### src/rtl/rv32_pipeline_control_unit_pkg.sv
// rv32_pipeline_control_unit_pkg: control-field encodings, opcodes and the decoded bundle
package rv32_pipeline_control_unit_pkg;
  localparam logic [6:0] OPC_LOAD   = 7'b0000011;
  localparam logic [6:0] OPC_OPIMM  = 7'b0010011;
  localparam logic [6:0] OPC_AUIPC  = 7'b0010111;
  localparam logic [6:0] OPC_STORE  = 7'b0100011;
  localparam logic [6:0] OPC_OP     = 7'b0110011;
  localparam logic [6:0] OPC_LUI    = 7'b0110111;
  localparam logic [6:0] OPC_BRANCH = 7'b1100011;
  localparam logic [6:0] OPC_JALR   = 7'b1100111;
  localparam logic [6:0] OPC_JAL    = 7'b1101111;
  localparam logic [6:0] OPC_SYSTEM = 7'b1110011;
  typedef enum logic [1:0] {RES_ALU, RES_MEM, RES_PC4, RES_CSR} ResultSrc_t;
  typedef enum logic [4:0] {
    ALU_ADD, ALU_SUB, ALU_AND, ALU_OR, ALU_XOR, ALU_SLL, ALU_SRL, ALU_SRA,
    ALU_SLT, ALU_SLTU, ALU_BEQ, ALU_BNE, ALU_BLT, ALU_BGE, ALU_BLTU, ALU_BGEU,
    ALU_MUL, ALU_MULH, ALU_MULHSU, ALU_MULHU, ALU_DIV, ALU_DIVU, ALU_REM, ALU_REMU
  } AluControl_t;
  typedef enum logic [1:0] {SRCA_RS1, SRCA_PC, SRCA_ZERO} AluSrcA_t;
  typedef enum logic {SRCB_RS2, SRCB_IMM} AluSrcB_t;
  typedef enum logic [2:0] {IMM_I, IMM_S, IMM_B, IMM_J, IMM_U} ImmSrc_t;
  typedef enum logic {PCT_PC, PCT_RS1} PCTargetSrc_t;
  typedef enum logic [1:0] {ST_SB, ST_SH, ST_SW} StoreOp_t;
  typedef enum logic [2:0] {LD_LB, LD_LH, LD_LW, LD_LBU, LD_LHU} LoadOp_t;
  typedef enum logic [1:0] {CSR_NONE, CSR_CYCLE, CSR_INSTRET} CsrOp_t;
  typedef struct packed {
    PCTargetSrc_t pc_target_src;
    ResultSrc_t   result_src;
    logic         mem_write;
    logic         jump;
    logic         branch;
    logic         reg_write;
    logic         csr_instr_inc;
    AluControl_t  alu_control;
    AluSrcA_t     alu_src_a;
    AluSrcB_t     alu_src_b;
    ImmSrc_t      imm_src;
    StoreOp_t     store_op;
    LoadOp_t      load_op;
    CsrOp_t       csr_op;
  } ctrl_t;
endpackage

### src/rtl/rv32_pipeline_control_unit_if.sv
// rv32_pipeline_control_unit_if: instruction fields, E-stage controls and D/E control bundles
// slave: the control unit (consumes fields, drives *D/*E); master: the surrounding pipeline
interface rv32_pipeline_control_unit_if;
  import rv32_pipeline_control_unit_pkg::*;
  logic [6:0] opD;
  logic [2:0] funct3D;
  logic funct7b5D, funct7b1D, immb10D, FlushE, halt;
  PCTargetSrc_t PCTargetSrcD, PCTargetSrcE;
  ResultSrc_t ResultSrcD, ResultSrcE;
  logic MemWriteD, MemWriteE, JumpD, JumpE, BranchD, BranchE;
  logic RegWriteD, RegWriteE, CsrInstrIncD, CsrInstrIncE;
  AluControl_t AluControlD, AluControlE;
  AluSrcA_t AluSrcAD, AluSrcAE;
  AluSrcB_t AluSrcBD, AluSrcBE;
  ImmSrc_t ImmSrcD, ImmSrcE;
  StoreOp_t StoreOpD, StoreOpE;
  LoadOp_t LoadOpD, LoadOpE;
  CsrOp_t CsrOpD, CsrOpE;
  modport slave (
    input  opD, funct3D, funct7b5D, funct7b1D, immb10D, FlushE, halt,
    output PCTargetSrcD, ResultSrcD, MemWriteD, JumpD, BranchD, RegWriteD, CsrInstrIncD,
           AluControlD, AluSrcAD, AluSrcBD, ImmSrcD, StoreOpD, LoadOpD, CsrOpD,
           PCTargetSrcE, ResultSrcE, MemWriteE, JumpE, BranchE, RegWriteE, CsrInstrIncE,
           AluControlE, AluSrcAE, AluSrcBE, ImmSrcE, StoreOpE, LoadOpE, CsrOpE
  );
  modport master (
    output opD, funct3D, funct7b5D, funct7b1D, immb10D, FlushE, halt,
    input  PCTargetSrcD, ResultSrcD, MemWriteD, JumpD, BranchD, RegWriteD, CsrInstrIncD,
           AluControlD, AluSrcAD, AluSrcBD, ImmSrcD, StoreOpD, LoadOpD, CsrOpD,
           PCTargetSrcE, ResultSrcE, MemWriteE, JumpE, BranchE, RegWriteE, CsrInstrIncE,
           AluControlE, AluSrcAE, AluSrcBE, ImmSrcE, StoreOpE, LoadOpE, CsrOpE
  );
endinterface

### src/rtl/rv32_pipeline_control_unit_alu_decoder.sv
// rv32_pipeline_control_unit_alu_decoder: opcode/funct fields -> ALU/compare operation
// ports: op_i, funct3_i, funct7b5_i, funct7b1_i in; alu_control_o out
module rv32_pipeline_control_unit_alu_decoder
  import rv32_pipeline_control_unit_pkg::*;
(
  input  logic [6:0]  op_i,
  input  logic [2:0]  funct3_i,
  input  logic        funct7b5_i,
  input  logic        funct7b1_i,
  output AluControl_t alu_control_o
);
  always_comb begin
    alu_control_o = ALU_ADD;
    if (op_i == OPC_OP && funct7b1_i)
      alu_control_o = AluControl_t'(5'd16 + {2'b00, funct3_i});
    else if (op_i == OPC_OP || op_i == OPC_OPIMM)
      case (funct3_i)
        3'd0: alu_control_o = (op_i == OPC_OP && funct7b5_i) ? ALU_SUB : ALU_ADD;
        3'd1: alu_control_o = ALU_SLL;
        3'd2: alu_control_o = ALU_SLT;
        3'd3: alu_control_o = ALU_SLTU;
        3'd4: alu_control_o = ALU_XOR;
        3'd5: alu_control_o = funct7b5_i ? ALU_SRA : ALU_SRL;
        3'd6: alu_control_o = ALU_OR;
        default: alu_control_o = ALU_AND;
      endcase
    else if (op_i == OPC_BRANCH)
      case (funct3_i)
        3'd0: alu_control_o = ALU_BEQ;
        3'd1: alu_control_o = ALU_BNE;
        3'd4: alu_control_o = ALU_BLT;
        3'd5: alu_control_o = ALU_BGE;
        3'd6: alu_control_o = ALU_BLTU;
        3'd7: alu_control_o = ALU_BGEU;
        default: alu_control_o = ALU_ADD;
      endcase
  end
endmodule

### src/rtl/rv32_pipeline_control_unit.sv
// rv32_pipeline_control_unit: RV32IM+Zicsr main decoder with the ID/EX control register
// ports: clk, resetn (async, active-low), bus (slave: fields in, *D and *E bundles out)
module rv32_pipeline_control_unit
  import rv32_pipeline_control_unit_pkg::*;
(
  input logic clk,
  input logic resetn,
  rv32_pipeline_control_unit_if.slave bus
);
  ctrl_t dec, ctrl_d, ctrl_q;
  AluControl_t alu_ctrl;
  logic [2:0] f3;
  assign f3 = bus.funct3D;
  rv32_pipeline_control_unit_alu_decoder u_alu_dec (
    .op_i(bus.opD), .funct3_i(f3), .funct7b5_i(bus.funct7b5D),
    .funct7b1_i(bus.funct7b1D), .alu_control_o(alu_ctrl)
  );
  // Unrecognized opcodes and funct3 values leave the whole bundle at zero.
  always_comb begin
    dec = '0;
    case (bus.opD)
      OPC_OP: begin
        dec.reg_write = 1'b1;
        dec.csr_instr_inc = 1'b1;
        dec.alu_control = alu_ctrl;
      end
      OPC_OPIMM: begin
        dec.reg_write = 1'b1;
        dec.csr_instr_inc = 1'b1;
        dec.alu_control = alu_ctrl;
        dec.alu_src_b = SRCB_IMM;
      end
      OPC_LOAD: if (f3 != 3'd3 && f3 < 3'd6) begin
        dec.reg_write = 1'b1;
        dec.csr_instr_inc = 1'b1;
        dec.alu_src_b = SRCB_IMM;
        dec.result_src = RES_MEM;
        dec.load_op = f3[2] ? LoadOp_t'(3'd3 + {2'b00, f3[0]}) : LoadOp_t'({1'b0, f3[1:0]});
      end
      OPC_STORE: if (f3 < 3'd3) begin
        dec.mem_write = 1'b1;
        dec.csr_instr_inc = 1'b1;
        dec.alu_src_b = SRCB_IMM;
        dec.imm_src = IMM_S;
        dec.store_op = StoreOp_t'(f3[1:0]);
      end
      OPC_BRANCH: if (f3[2:1] != 2'b01) begin
        dec.branch = 1'b1;
        dec.csr_instr_inc = 1'b1;
        dec.imm_src = IMM_B;
        dec.alu_control = alu_ctrl;
      end
      OPC_JAL: begin
        dec.jump = 1'b1;
        dec.csr_instr_inc = 1'b1;
        dec.imm_src = IMM_J;
        dec.result_src = RES_PC4;
        dec.reg_write = 1'b1;
      end
      OPC_JALR: begin
        dec.jump = 1'b1;
        dec.csr_instr_inc = 1'b1;
        dec.alu_src_b = SRCB_IMM;
        dec.pc_target_src = PCT_RS1;
        dec.result_src = RES_PC4;
        dec.reg_write = 1'b1;
      end
      OPC_LUI, OPC_AUIPC: begin
        dec.alu_src_a = (bus.opD == OPC_LUI) ? SRCA_ZERO : SRCA_PC;
        dec.alu_src_b = SRCB_IMM;
        dec.imm_src = IMM_U;
        dec.reg_write = 1'b1;
        dec.csr_instr_inc = 1'b1;
      end
      OPC_SYSTEM: if (f3 == 3'd2) begin
        dec.csr_op = bus.immb10D ? CSR_INSTRET : CSR_CYCLE;
        dec.result_src = RES_CSR;
        dec.reg_write = 1'b1;
        dec.csr_instr_inc = 1'b1;
      end
      default: dec = '0;
    endcase
  end
  // Flush wins over halt so a bubble can be forced into a frozen E stage.
  assign ctrl_d = bus.FlushE ? '0 : bus.halt ? ctrl_q : dec;
  always_ff @(posedge clk or negedge resetn)
    if (!resetn) ctrl_q <= '0;
    else ctrl_q <= ctrl_d;
  assign bus.PCTargetSrcD = dec.pc_target_src;
  assign bus.ResultSrcD   = dec.result_src;
  assign bus.MemWriteD    = dec.mem_write;
  assign bus.JumpD        = dec.jump;
  assign bus.BranchD      = dec.branch;
  assign bus.RegWriteD    = dec.reg_write;
  assign bus.CsrInstrIncD = dec.csr_instr_inc;
  assign bus.AluControlD  = dec.alu_control;
  assign bus.AluSrcAD     = dec.alu_src_a;
  assign bus.AluSrcBD     = dec.alu_src_b;
  assign bus.ImmSrcD      = dec.imm_src;
  assign bus.StoreOpD     = dec.store_op;
  assign bus.LoadOpD      = dec.load_op;
  assign bus.CsrOpD       = dec.csr_op;
  assign bus.PCTargetSrcE = ctrl_q.pc_target_src;
  assign bus.ResultSrcE   = ctrl_q.result_src;
  assign bus.MemWriteE    = ctrl_q.mem_write;
  assign bus.JumpE        = ctrl_q.jump;
  assign bus.BranchE      = ctrl_q.branch;
  assign bus.RegWriteE    = ctrl_q.reg_write;
  assign bus.CsrInstrIncE = ctrl_q.csr_instr_inc;
  assign bus.AluControlE  = ctrl_q.alu_control;
  assign bus.AluSrcAE     = ctrl_q.alu_src_a;
  assign bus.AluSrcBE     = ctrl_q.alu_src_b;
  assign bus.ImmSrcE      = ctrl_q.imm_src;
  assign bus.StoreOpE     = ctrl_q.store_op;
  assign bus.LoadOpE      = ctrl_q.load_op;
  assign bus.CsrOpE       = ctrl_q.csr_op;
endmodule

### src/flat_wrapper.sv
// flat-port wrapper written by rule: the top's interface ports become plain ports
module rv32_pipeline_control_unit_flat import rv32_pipeline_control_unit_pkg::*;
  (clk, resetn, bus_opD, bus_funct3D, bus_funct7b5D, bus_funct7b1D, bus_immb10D, bus_FlushE, bus_halt, bus_PCTargetSrcD, bus_ResultSrcD, bus_MemWriteD, bus_JumpD, bus_BranchD, bus_RegWriteD, bus_CsrInstrIncD, bus_AluControlD, bus_AluSrcAD, bus_AluSrcBD, bus_ImmSrcD, bus_StoreOpD, bus_LoadOpD, bus_CsrOpD, bus_PCTargetSrcE, bus_ResultSrcE, bus_MemWriteE, bus_JumpE, bus_BranchE, bus_RegWriteE, bus_CsrInstrIncE, bus_AluControlE, bus_AluSrcAE, bus_AluSrcBE, bus_ImmSrcE, bus_StoreOpE, bus_LoadOpE, bus_CsrOpE);
  rv32_pipeline_control_unit_if bus_i ();
  input logic clk;
  input logic resetn;
  input wire logic [$bits(bus_i.opD)-1:0] bus_opD;
  input wire logic [$bits(bus_i.funct3D)-1:0] bus_funct3D;
  input wire logic [$bits(bus_i.funct7b5D)-1:0] bus_funct7b5D;
  input wire logic [$bits(bus_i.funct7b1D)-1:0] bus_funct7b1D;
  input wire logic [$bits(bus_i.immb10D)-1:0] bus_immb10D;
  input wire logic [$bits(bus_i.FlushE)-1:0] bus_FlushE;
  input wire logic [$bits(bus_i.halt)-1:0] bus_halt;
  output wire logic [$bits(bus_i.PCTargetSrcD)-1:0] bus_PCTargetSrcD;
  output wire logic [$bits(bus_i.ResultSrcD)-1:0] bus_ResultSrcD;
  output wire logic [$bits(bus_i.MemWriteD)-1:0] bus_MemWriteD;
  output wire logic [$bits(bus_i.JumpD)-1:0] bus_JumpD;
  output wire logic [$bits(bus_i.BranchD)-1:0] bus_BranchD;
  output wire logic [$bits(bus_i.RegWriteD)-1:0] bus_RegWriteD;
  output wire logic [$bits(bus_i.CsrInstrIncD)-1:0] bus_CsrInstrIncD;
  output wire logic [$bits(bus_i.AluControlD)-1:0] bus_AluControlD;
  output wire logic [$bits(bus_i.AluSrcAD)-1:0] bus_AluSrcAD;
  output wire logic [$bits(bus_i.AluSrcBD)-1:0] bus_AluSrcBD;
  output wire logic [$bits(bus_i.ImmSrcD)-1:0] bus_ImmSrcD;
  output wire logic [$bits(bus_i.StoreOpD)-1:0] bus_StoreOpD;
  output wire logic [$bits(bus_i.LoadOpD)-1:0] bus_LoadOpD;
  output wire logic [$bits(bus_i.CsrOpD)-1:0] bus_CsrOpD;
  output wire logic [$bits(bus_i.PCTargetSrcE)-1:0] bus_PCTargetSrcE;
  output wire logic [$bits(bus_i.ResultSrcE)-1:0] bus_ResultSrcE;
  output wire logic [$bits(bus_i.MemWriteE)-1:0] bus_MemWriteE;
  output wire logic [$bits(bus_i.JumpE)-1:0] bus_JumpE;
  output wire logic [$bits(bus_i.BranchE)-1:0] bus_BranchE;
  output wire logic [$bits(bus_i.RegWriteE)-1:0] bus_RegWriteE;
  output wire logic [$bits(bus_i.CsrInstrIncE)-1:0] bus_CsrInstrIncE;
  output wire logic [$bits(bus_i.AluControlE)-1:0] bus_AluControlE;
  output wire logic [$bits(bus_i.AluSrcAE)-1:0] bus_AluSrcAE;
  output wire logic [$bits(bus_i.AluSrcBE)-1:0] bus_AluSrcBE;
  output wire logic [$bits(bus_i.ImmSrcE)-1:0] bus_ImmSrcE;
  output wire logic [$bits(bus_i.StoreOpE)-1:0] bus_StoreOpE;
  output wire logic [$bits(bus_i.LoadOpE)-1:0] bus_LoadOpE;
  output wire logic [$bits(bus_i.CsrOpE)-1:0] bus_CsrOpE;
  assign bus_i.opD = bus_opD;
  assign bus_i.funct3D = bus_funct3D;
  assign bus_i.funct7b5D = bus_funct7b5D;
  assign bus_i.funct7b1D = bus_funct7b1D;
  assign bus_i.immb10D = bus_immb10D;
  assign bus_i.FlushE = bus_FlushE;
  assign bus_i.halt = bus_halt;
  assign bus_PCTargetSrcD = bus_i.PCTargetSrcD;
  assign bus_ResultSrcD = bus_i.ResultSrcD;
  assign bus_MemWriteD = bus_i.MemWriteD;
  assign bus_JumpD = bus_i.JumpD;
  assign bus_BranchD = bus_i.BranchD;
  assign bus_RegWriteD = bus_i.RegWriteD;
  assign bus_CsrInstrIncD = bus_i.CsrInstrIncD;
  assign bus_AluControlD = bus_i.AluControlD;
  assign bus_AluSrcAD = bus_i.AluSrcAD;
  assign bus_AluSrcBD = bus_i.AluSrcBD;
  assign bus_ImmSrcD = bus_i.ImmSrcD;
  assign bus_StoreOpD = bus_i.StoreOpD;
  assign bus_LoadOpD = bus_i.LoadOpD;
  assign bus_CsrOpD = bus_i.CsrOpD;
  assign bus_PCTargetSrcE = bus_i.PCTargetSrcE;
  assign bus_ResultSrcE = bus_i.ResultSrcE;
  assign bus_MemWriteE = bus_i.MemWriteE;
  assign bus_JumpE = bus_i.JumpE;
  assign bus_BranchE = bus_i.BranchE;
  assign bus_RegWriteE = bus_i.RegWriteE;
  assign bus_CsrInstrIncE = bus_i.CsrInstrIncE;
  assign bus_AluControlE = bus_i.AluControlE;
  assign bus_AluSrcAE = bus_i.AluSrcAE;
  assign bus_AluSrcBE = bus_i.AluSrcBE;
  assign bus_ImmSrcE = bus_i.ImmSrcE;
  assign bus_StoreOpE = bus_i.StoreOpE;
  assign bus_LoadOpE = bus_i.LoadOpE;
  assign bus_CsrOpE = bus_i.CsrOpE;
  rv32_pipeline_control_unit u_core (.clk(clk), .resetn(resetn), .bus(bus_i));
endmodule
### config.mk
export PLATFORM = sky130hd
export DESIGN_NAME = rv32_pipeline_control_unit_flat
export DESIGN_NICKNAME = d
export VERILOG_FILES = /design/src/rtl/rv32_pipeline_control_unit_pkg.sv /design/src/rtl/rv32_pipeline_control_unit_if.sv /design/src/rtl/rv32_pipeline_control_unit_alu_decoder.sv /design/src/rtl/rv32_pipeline_control_unit.sv /design/src/flat_wrapper.sv
export SDC_FILE = /design/constraint.sdc
export NUM_CORES = 1
export LEC_CHECK = 0
export BUFFER_PORTS_ARGS = -buffer_cell sky130_fd_sc_hd__buf_2
export CAP_MARGIN = 25
export CORE_MARGIN = 2
export CORE_UTILIZATION = 52
export CTS_CLUSTER_SIZE = 20
export DETAILED_ROUTE_END_ITERATION = 6
export HOLD_SLACK_MARGIN = 0.02
export PLACE_DENSITY = 0.86
export SLEW_MARGIN = 20
export SYNTH_ARGS = -nofsm -noshare
export SYNTH_HDL_FRONTEND = slang
export SYNTH_SLANG_ARGS = --single-unit
### constraint.sdc
create_clock -name clk -period 2.05 [get_ports clk]
set_input_delay 0.3075 -clock clk [delete_from_list [all_inputs] [get_ports clk]]
set_output_delay 0.3075 -clock clk [all_outputs]
set_load 0.1 [all_outputs]
### Yosys cells after proc, flatten, opt, wreduce, memory -nomap -nowiden

Index checks and enable logic that the tools add are counted.

* $lt $le $gt $ge: 2
* muxes and demuxes: 37
* reductions and logical operators: 10
* $add $sub $neg: 2
* equality and inequality tests: 20

Operators with widths (number)
* two-way mux 26 bit: 2
* == test 7 bit, second input constant: 4
* one-hot mux 4 bit (7 select lines): 1
* one-hot mux 4 bit (6 select lines): 1
* == test 7 x 6 -> 1 bit, second input constant: 3
* two-way mux 2 bit: 9
* == test 7 x 5 -> 1 bit, second input constant: 2
* == test 3 bit, second input constant: 4
* two-way mux 6 bit: 2
* one-hot mux 3 bit (4 select lines): 1
* two-way mux 1 bit: 10
* two-way mux 5 bit: 2
* one-hot mux 5 bit (2 select lines): 1
* two-way mux 3 bit: 3
* == test 7 x 2 -> 1 bit, second input constant: 1
* == test 3 x 2 -> 1 bit, second input constant: 2
* one-hot mux 1 bit (3 select lines): 2
* one-hot mux 2 bit (3 select lines): 1
* OR reduction 2 bit: 3
* OR reduction 6 bit: 1
* adder 5 x 3 -> 5 bit, first input constant: 1
* one-hot mux 1 bit (5 select lines): 1
* two-way mux 4 bit: 1
* OR reduction 4 bit: 1
* 10 further kinds: 12

* word-level logic and storage cells: 85
* register bits after elaboration: 26
* output and inout bits: 52
* input bits: 17

### Depth between registers and ports, before layout

* depth after elaboration: 10
* gate-level depth with buffers: 7
* depth with buffers taken out: 6

### By module

A second synthesis with hierarchy kept.

* cells, all modules: 180
* area, all modules: 1586.5 um^2

By module, submodules not included
* rv32_pipeline_control_unit: cells an instance 147, area an instance 1377.6 um^2, sequential area each 650.6 um^2, instances 1
* rv32_pipeline_control_unit_alu_decoder: cells an instance 33, area an instance 209.0 um^2, sequential area each 0.0 um^2, instances 1

### Least setup slack after synthesis

Ideal clock, no wire load.

* path kind: input to register
* start point: input bus_opD[3]
* end point: register u_core.ctrl_q (netlist bit u_core.bus.StoreOpE[1])
* data required time: 1.968 ns
* setup slack: -1.385 ns
* cell stages on the path: 6
* arrival: 3.353 ns
* cell sequence: buf_6 nor4b_4 nand2_1 nor3_1 mux2i_1 nor2_1

* longest elaborated chain between the ends: 4

Ends and longest elaborated chain
* start: declaration: RTL line flat_wrapper.sv:7 `input wire logic [$bits(bus_i.opD)-1:0] bus_opD;`
* == test 7 x 6 -> 1 bit: RTL line rv32_pipeline_control_unit.sv:21 `case (bus.opD)`
* two-way mux 2 bit: RTL line rv32_pipeline_control_unit.sv:21
* net bus_StoreOpD[1]: RTL line flat_wrapper.sv:25 `output wire logic [$bits(bus_i.StoreOpD)-1:0] bus_StoreOpD;`
* two-way mux 26 bit (2 in a row): RTL line rv32_pipeline_control_unit.sv:85 `assign ctrl_d = bus.FlushE ? '0 : bus.halt ? ctrl_q : dec;`
* end signal: assignment: RTL line rv32_pipeline_control_unit.sv:88 `else ctrl_q <= ctrl_d;`
* end: declaration: RTL line rv32_pipeline_control_unit.sv:10 `ctrl_t dec, ctrl_d, ctrl_q;`

The timed path passes the listed nets, and every way through them passes these cells. The select of a mux whose other input is x is not followed.
A chain may end at the register's enable or synchronous reset.

### Worst setup path after layout

* start point: input bus_opD[3]
* end point: output bus_AluControlD[0]

* longest elaborated chain between the ends: 8
* elaborated cells on any way between the ends: 14
* those cells by class: 3 x eq/ne; 7 x mux; 4 x reduce/logical

Ends and longest elaborated chain
* == test 7 x 6 -> 1 bit
* logical AND 1 bit: RTL line rv32_pipeline_control_unit_alu_decoder.sv:18 `3'd0: alu_control_o = (op_i == OPC_OP && funct7b5_i) ? ALU_SUB : ALU_ADD;`
* two-way mux 1 bit: RTL line rv32_pipeline_control_unit_alu_decoder.sv:18
* one-hot mux 4 bit (7 select lines): RTL line rv32_pipeline_control_unit_alu_decoder.sv:17 `case (funct3_i)`
* two-way mux 5 bit: RTL line rv32_pipeline_control_unit_alu_decoder.sv:16 `else if (op_i == OPC_OP || op_i == OPC_OPIMM)`
* two-way mux 5 bit: RTL line rv32_pipeline_control_unit_alu_decoder.sv:14 `if (op_i == OPC_OP && funct7b1_i)`
* two-way mux 6 bit: RTL line rv32_pipeline_control_unit.sv:47 `OPC_BRANCH: if (f3[2:1] != 2'b01) begin`
* one-hot mux 5 bit (2 select lines) *: RTL line rv32_pipeline_control_unit.sv:21
* end: declaration: RTL line flat_wrapper.sv:21 `output wire logic [$bits(bus_i.AluControlD)-1:0] bus_AluControlD;`

Every way passes the cells marked *; elsewhere a longest branch is shown, timed or not.

==> qor.json <==
{
  "clkSinkCount": {"value": 26},
  "clock_path_buffers": {"value": 2},
  "synthDominantCellAreaShare": {"value": 39.0, "unit": "%"},
  "pin_count": {"value": 69},
  "netlist_instances": {"value": 192},
  "nets": {"value": 283},
  "clk_latency": {"value": 350, "unit": "ps"},
  "crit-reg2reg-launch": {"value": "u_core.bus.MemWriteE"},
  "crit_path_cell_trace": {"value": "buf_2 -> nor4b_4 -> buf_4 -> nand3_2 -> nand2_1 -> o2bb2ai_4 -> buf_12"},
  "first_iter_violations": {"value": 136},
  "ys_async_sr_fraction": {"value": 100, "unit": "%"},
  "yosysUniqueCellTypes": {"value": 51},
  "max-cap-violations": {"value": 0},
  "wl_per_instance": {"value": 17.9, "unit": "um"},
  "initial_utilization": {"value": 54.6, "unit": "%"},
  "finalCoreUtilization": {"value": 86.8, "unit": "%"},
  "synth.yosys.seq_area_share": {"value": 39.0, "unit": "%"},
  "ys_warn_count": {"value": 0},
  "final.setup_skew": {"value": 0, "unit": "ps"},
  "critPathArrivalTime": {"value": 1720, "unit": "ps"},
  "route.vias.total": {"value": 1791},
  "die_height": {"value": 60.6, "unit": "um"},
  "timing.final.ws_setup": {"value": 22.1, "unit": "ps"},
  "antenna-diode-count": {"value": 0},
  "holdPathEnd": {"value": "u_core.bus.CsrOpE[0]"},
  "grt_remaining_overflow": {"value": 0},
  "clockRootBuffer": {"value": "clkbuf_4"},
  "layout.filler_cells": {"value": 164},
  "critPathBufInv": {"value": 3},
  "min_from": {"value": "bus_immb10D"},
  "post_synth_instance_area": {"value": 1670, "unit": "um^2"},
  "dp_slack": {"value": 57.8, "unit": "ps"},
  "grt_start_max_net_pins": {"value": 45},
  "critical_path.reg2reg.endpoint": {"value": "u_core.bus.MemWriteE"},
  "synth_flop_cell": {"value": "dfrtp_1"},
  "period_share": {"value": 98.9, "unit": "%"},
  "critPathLaunchType": {"value": "input pin"},
  "outcome": {"value": "finished clean"},
  "number_of_enable_type_register_cells_in_the_synthesized_netlist": {"value": 0},
  "antenna_violating_nets_post_route": {"value": 0},
  "finalSetupViolations": {"value": 0},
  "maximum_level_of_the_cts_h_tree": {"value": 1},
  "syn_area_per_cell": {"value": 8.69, "unit": "um^2"},
  "finalPower": {"value": 0.00118, "unit": "W"},
  "globalplace.congestion": {"value": 0.833},
  "first_global_vias": {"value": 1689},
  "track_usage": {"value": 29.7, "unit": "%"},
  "wire_length_of_the_first_global_routing_pass": {"value": 8170, "unit": "um"},
  "tritoncts": {"value": "done"},
  "syn_nets": {"value": 210},
  "worst_path_largest_cell_delay": {"value": 330, "unit": "ps"},
  "fmax": {"value": 0.493, "unit": "GHz"},
  "route.final.wire_length": {"value": 5510, "unit": "um"},
  "core_area": {"value": 3050, "unit": "um^2"},
  "worst_slew_slack_as_a_fraction_of_its_limit": {"value": 49.0, "unit": "%"},
  "worstHoldPathType": {"value": "in2reg"},
  "number_of_antenna_violations_at_the_first_check_in_global_routing": {"value": 0},
  "remaining_drc_errors": {"value": 0},
  "clk_transition_reported_paths": {"value": 150, "unit": "ps"},
  "hpwlAfterDp": {"value": 3750, "unit": "um"},
  "reg2regPathDepth": {"value": 2},
  "timing.setup.tns": {"value": 0, "unit": "ps"},
  "syn2layout_area_growth": {"value": 59.0, "unit": "%"},
  "yosysTopAreaCell": {"value": "dfrtp_1"},
  "finalMaxSlewViolations": {"value": 0},
  "cpMaxStageDelayCell": {"value": "nor4b_4"},
  "synthTopCellsByArea": {"value": "dfrtp_1 (39%), a21oi_1 (5.7%), nand2_1 (5.6%), nor2_1 (5.0%), mux2i_1 (3.6%)"},
  "vdd.ir_drop.worst": {"value": 0.307, "unit": "mV"},
  "power.density_cell_area": {"value": 444, "unit": "nW/um^2"},
  "die_width": {"value": 60.6, "unit": "um"},
  "crit_path_start": {"value": "bus_opD[3]"},
  "post-route-min-period": {"value": 2030, "unit": "ps"},
  "cp-end-kind": {"value": "output port"},
  "hold_ws": {"value": 282, "unit": "ps"},
  "regToRegSetupSlack": {"value": 1280, "unit": "ps"},
  "path_class": {"value": "in2out"},
  "fp-row-count": {"value": 20},
  "power.leakage": {"value": 1.23, "unit": "nW"},
  "cp_max_fo": {"value": 9},
  "top_family_by_delay_on_critical_path": {"value": "simple AND/OR/NAND/NOR gates"},
  "io_buffers": {"value": 68},
  "cts_inserted_buffers": {"value": 3},
  "drt_first_pass_iters": {"value": 5},
  "critical_path_required": {"value": 1740, "unit": "ps"},
  "synth_seq_cells": {"value": 26},
  "floorplan.die_area": {"value": 3680, "unit": "um^2"},
  "drt-vias-per-instance": {"value": 5.81},
  "worst_hold_path.num_cells": {"value": 4},
  "worst-slew-pin-transition": {"value": 765, "unit": "ps"},
  "final_layout_size_suffix_gt1_share": {"value": 46.2, "unit": "%"},
  "finalHoldViolCount": {"value": 0}
}
## power by group
part,switching (W),internal (W)
Sequential,0.00000316,0.000519
Clock,0.000179,0.000198
Combinational,0.000198,0.0000799
## worst min-delay path, stage by stage
cell and delay (ps):
buf_2 110, nor2b_4 50, nand2b_1 60, a21oi_1 60
## metal layers
layer	wire length, um	GRT usage, %	vias to the layer above
li1	-	-	799
met1	2140	37.1	838
met4	227	12.7	0
met5	0	0	-
met2	2680	50.2	127
met3	465	5.33	27
## area by class of cell
class / instances / area [um^2] / area share [%]
multi-input combinational: 144 / 1010 / 38.1
sequential: 26 / 651 / 24.5
tap: 44 / 55.1 / 2.08
clock buffer: 3 / 22.5 / 0.849
clock inverter: 1 / 30.0 / 1.13
timing repair buffer: 81 / 831 / 31.3
inverter: 9 / 52.6 / 1.98
## sequential cells by signal, indices dropped and copies added (netlist names)
name / count
u_core.bus.ResultSrcE: 2
u_core.bus.StoreOpE: 2
u_core.bus.CsrOpE: 2
u_core.bus.ImmSrcE: 3
u_core.bus.JumpE: 1
u_core.bus.AluSrcAE: 2
u_core.bus.BranchE: 1
u_core.bus.MemWriteE: 1
u_core.bus.LoadOpE: 3
u_core.bus.RegWriteE: 1
u_core.bus.CsrInstrIncE: 1
u_core.bus.AluSrcBE: 1
u_core.bus.PCTargetSrcE: 1
u_core.bus.AluControlE: 5
## metrics by stage
step | cell area, um^2 | std cells
6_report | 2650 | 308
5_1_grt | 2650 | 308
4_1_cts | 2630 | 308
3_5_place_dp | 2550 | 302
3_3_place_gp | 2550 | 302
2_1_floorplan | 1780 | 192
## logic make-up (layout without fill, tap and decap cells)
kind of cell	after synthesis	in the layout	synth area share (%)
AND/OR/NAND/NOR	95	95	32.0
AO/OA/AOI/OAI	41	41	16.7
XOR/XNOR	1	1	0.525
adder cells (fa/ha/maj)	1	1	0.750
flip-flops	26	26	39.0
buffers and inverters	22	94	7.50
multiplexers	6	6	3.60
## synth_stat cells, drive strengths merged, types with 2 or more instances
cell type / number
a31oi: 3
nand2: 25
and3: 2
or3: 4
nor4b: 2
nor2: 23
nor3: 7
buf: 3
nand3: 4
a41o: 2
o21ai: 5
o21a: 3
and2b: 2
nand2b: 9
inv: 9
mux2i: 6
nor2b: 5
and2: 5
clkbuf: 10
dfrtp: 26
a21oi: 19
## cell usage in the layout, fill, tap and decap left out, types with 2 or more instances in the layout
master      Yosys  routed
buf_2           1      42
buf_12          0      26
dfrtp_1        26      26
nand2_1        25      23
nor2_1         22      19
a21oi_1        19      19
buf_4           1      12
nand2b_1        9       8
mux2i_1         6       6
nor3_1          7       5
inv_1           8       5
nor2b_1         5       4
o21ai_1         2       3
clkinvlp_4      0       3
and2_2          1       3
a31oi_1         3       3
nor2_2          1       3
o21a_1          3       3
or3_1           3       3
clkbuf_4        0       3
nand3_2         1       2
and2b_2         2       2
o21ai_0         3       2
a41o_2          2       2
nor3_4          0       2
## repair_timing
item,CTS,global route
pin swaps,1,1
endpoints found under the hold margin,26,0
buffers inserted,1,0
hold buffers,1,0
endpoints found under the setup margin,1,6
gates resized for setup,2,4
## worst max path at each step
stage | endpoint | slack [ps] | cells past startpoint
3_3_place_gp | bus_CsrInstrIncD | 110 | 6
2_1_floorplan | bus_ImmSrcD[0] | -610 | 5
5_1_grt | bus_AluControlD[1] | -40 | 7
6_report | bus_AluControlD[0] | 20 | 7
4_1_cts | bus_AluControlD[2] | 60 | 7
3_5_place_dp | bus_AluControlD[2] | 60 | 7
No activity file was read; power rests on OpenSTA's default activity.
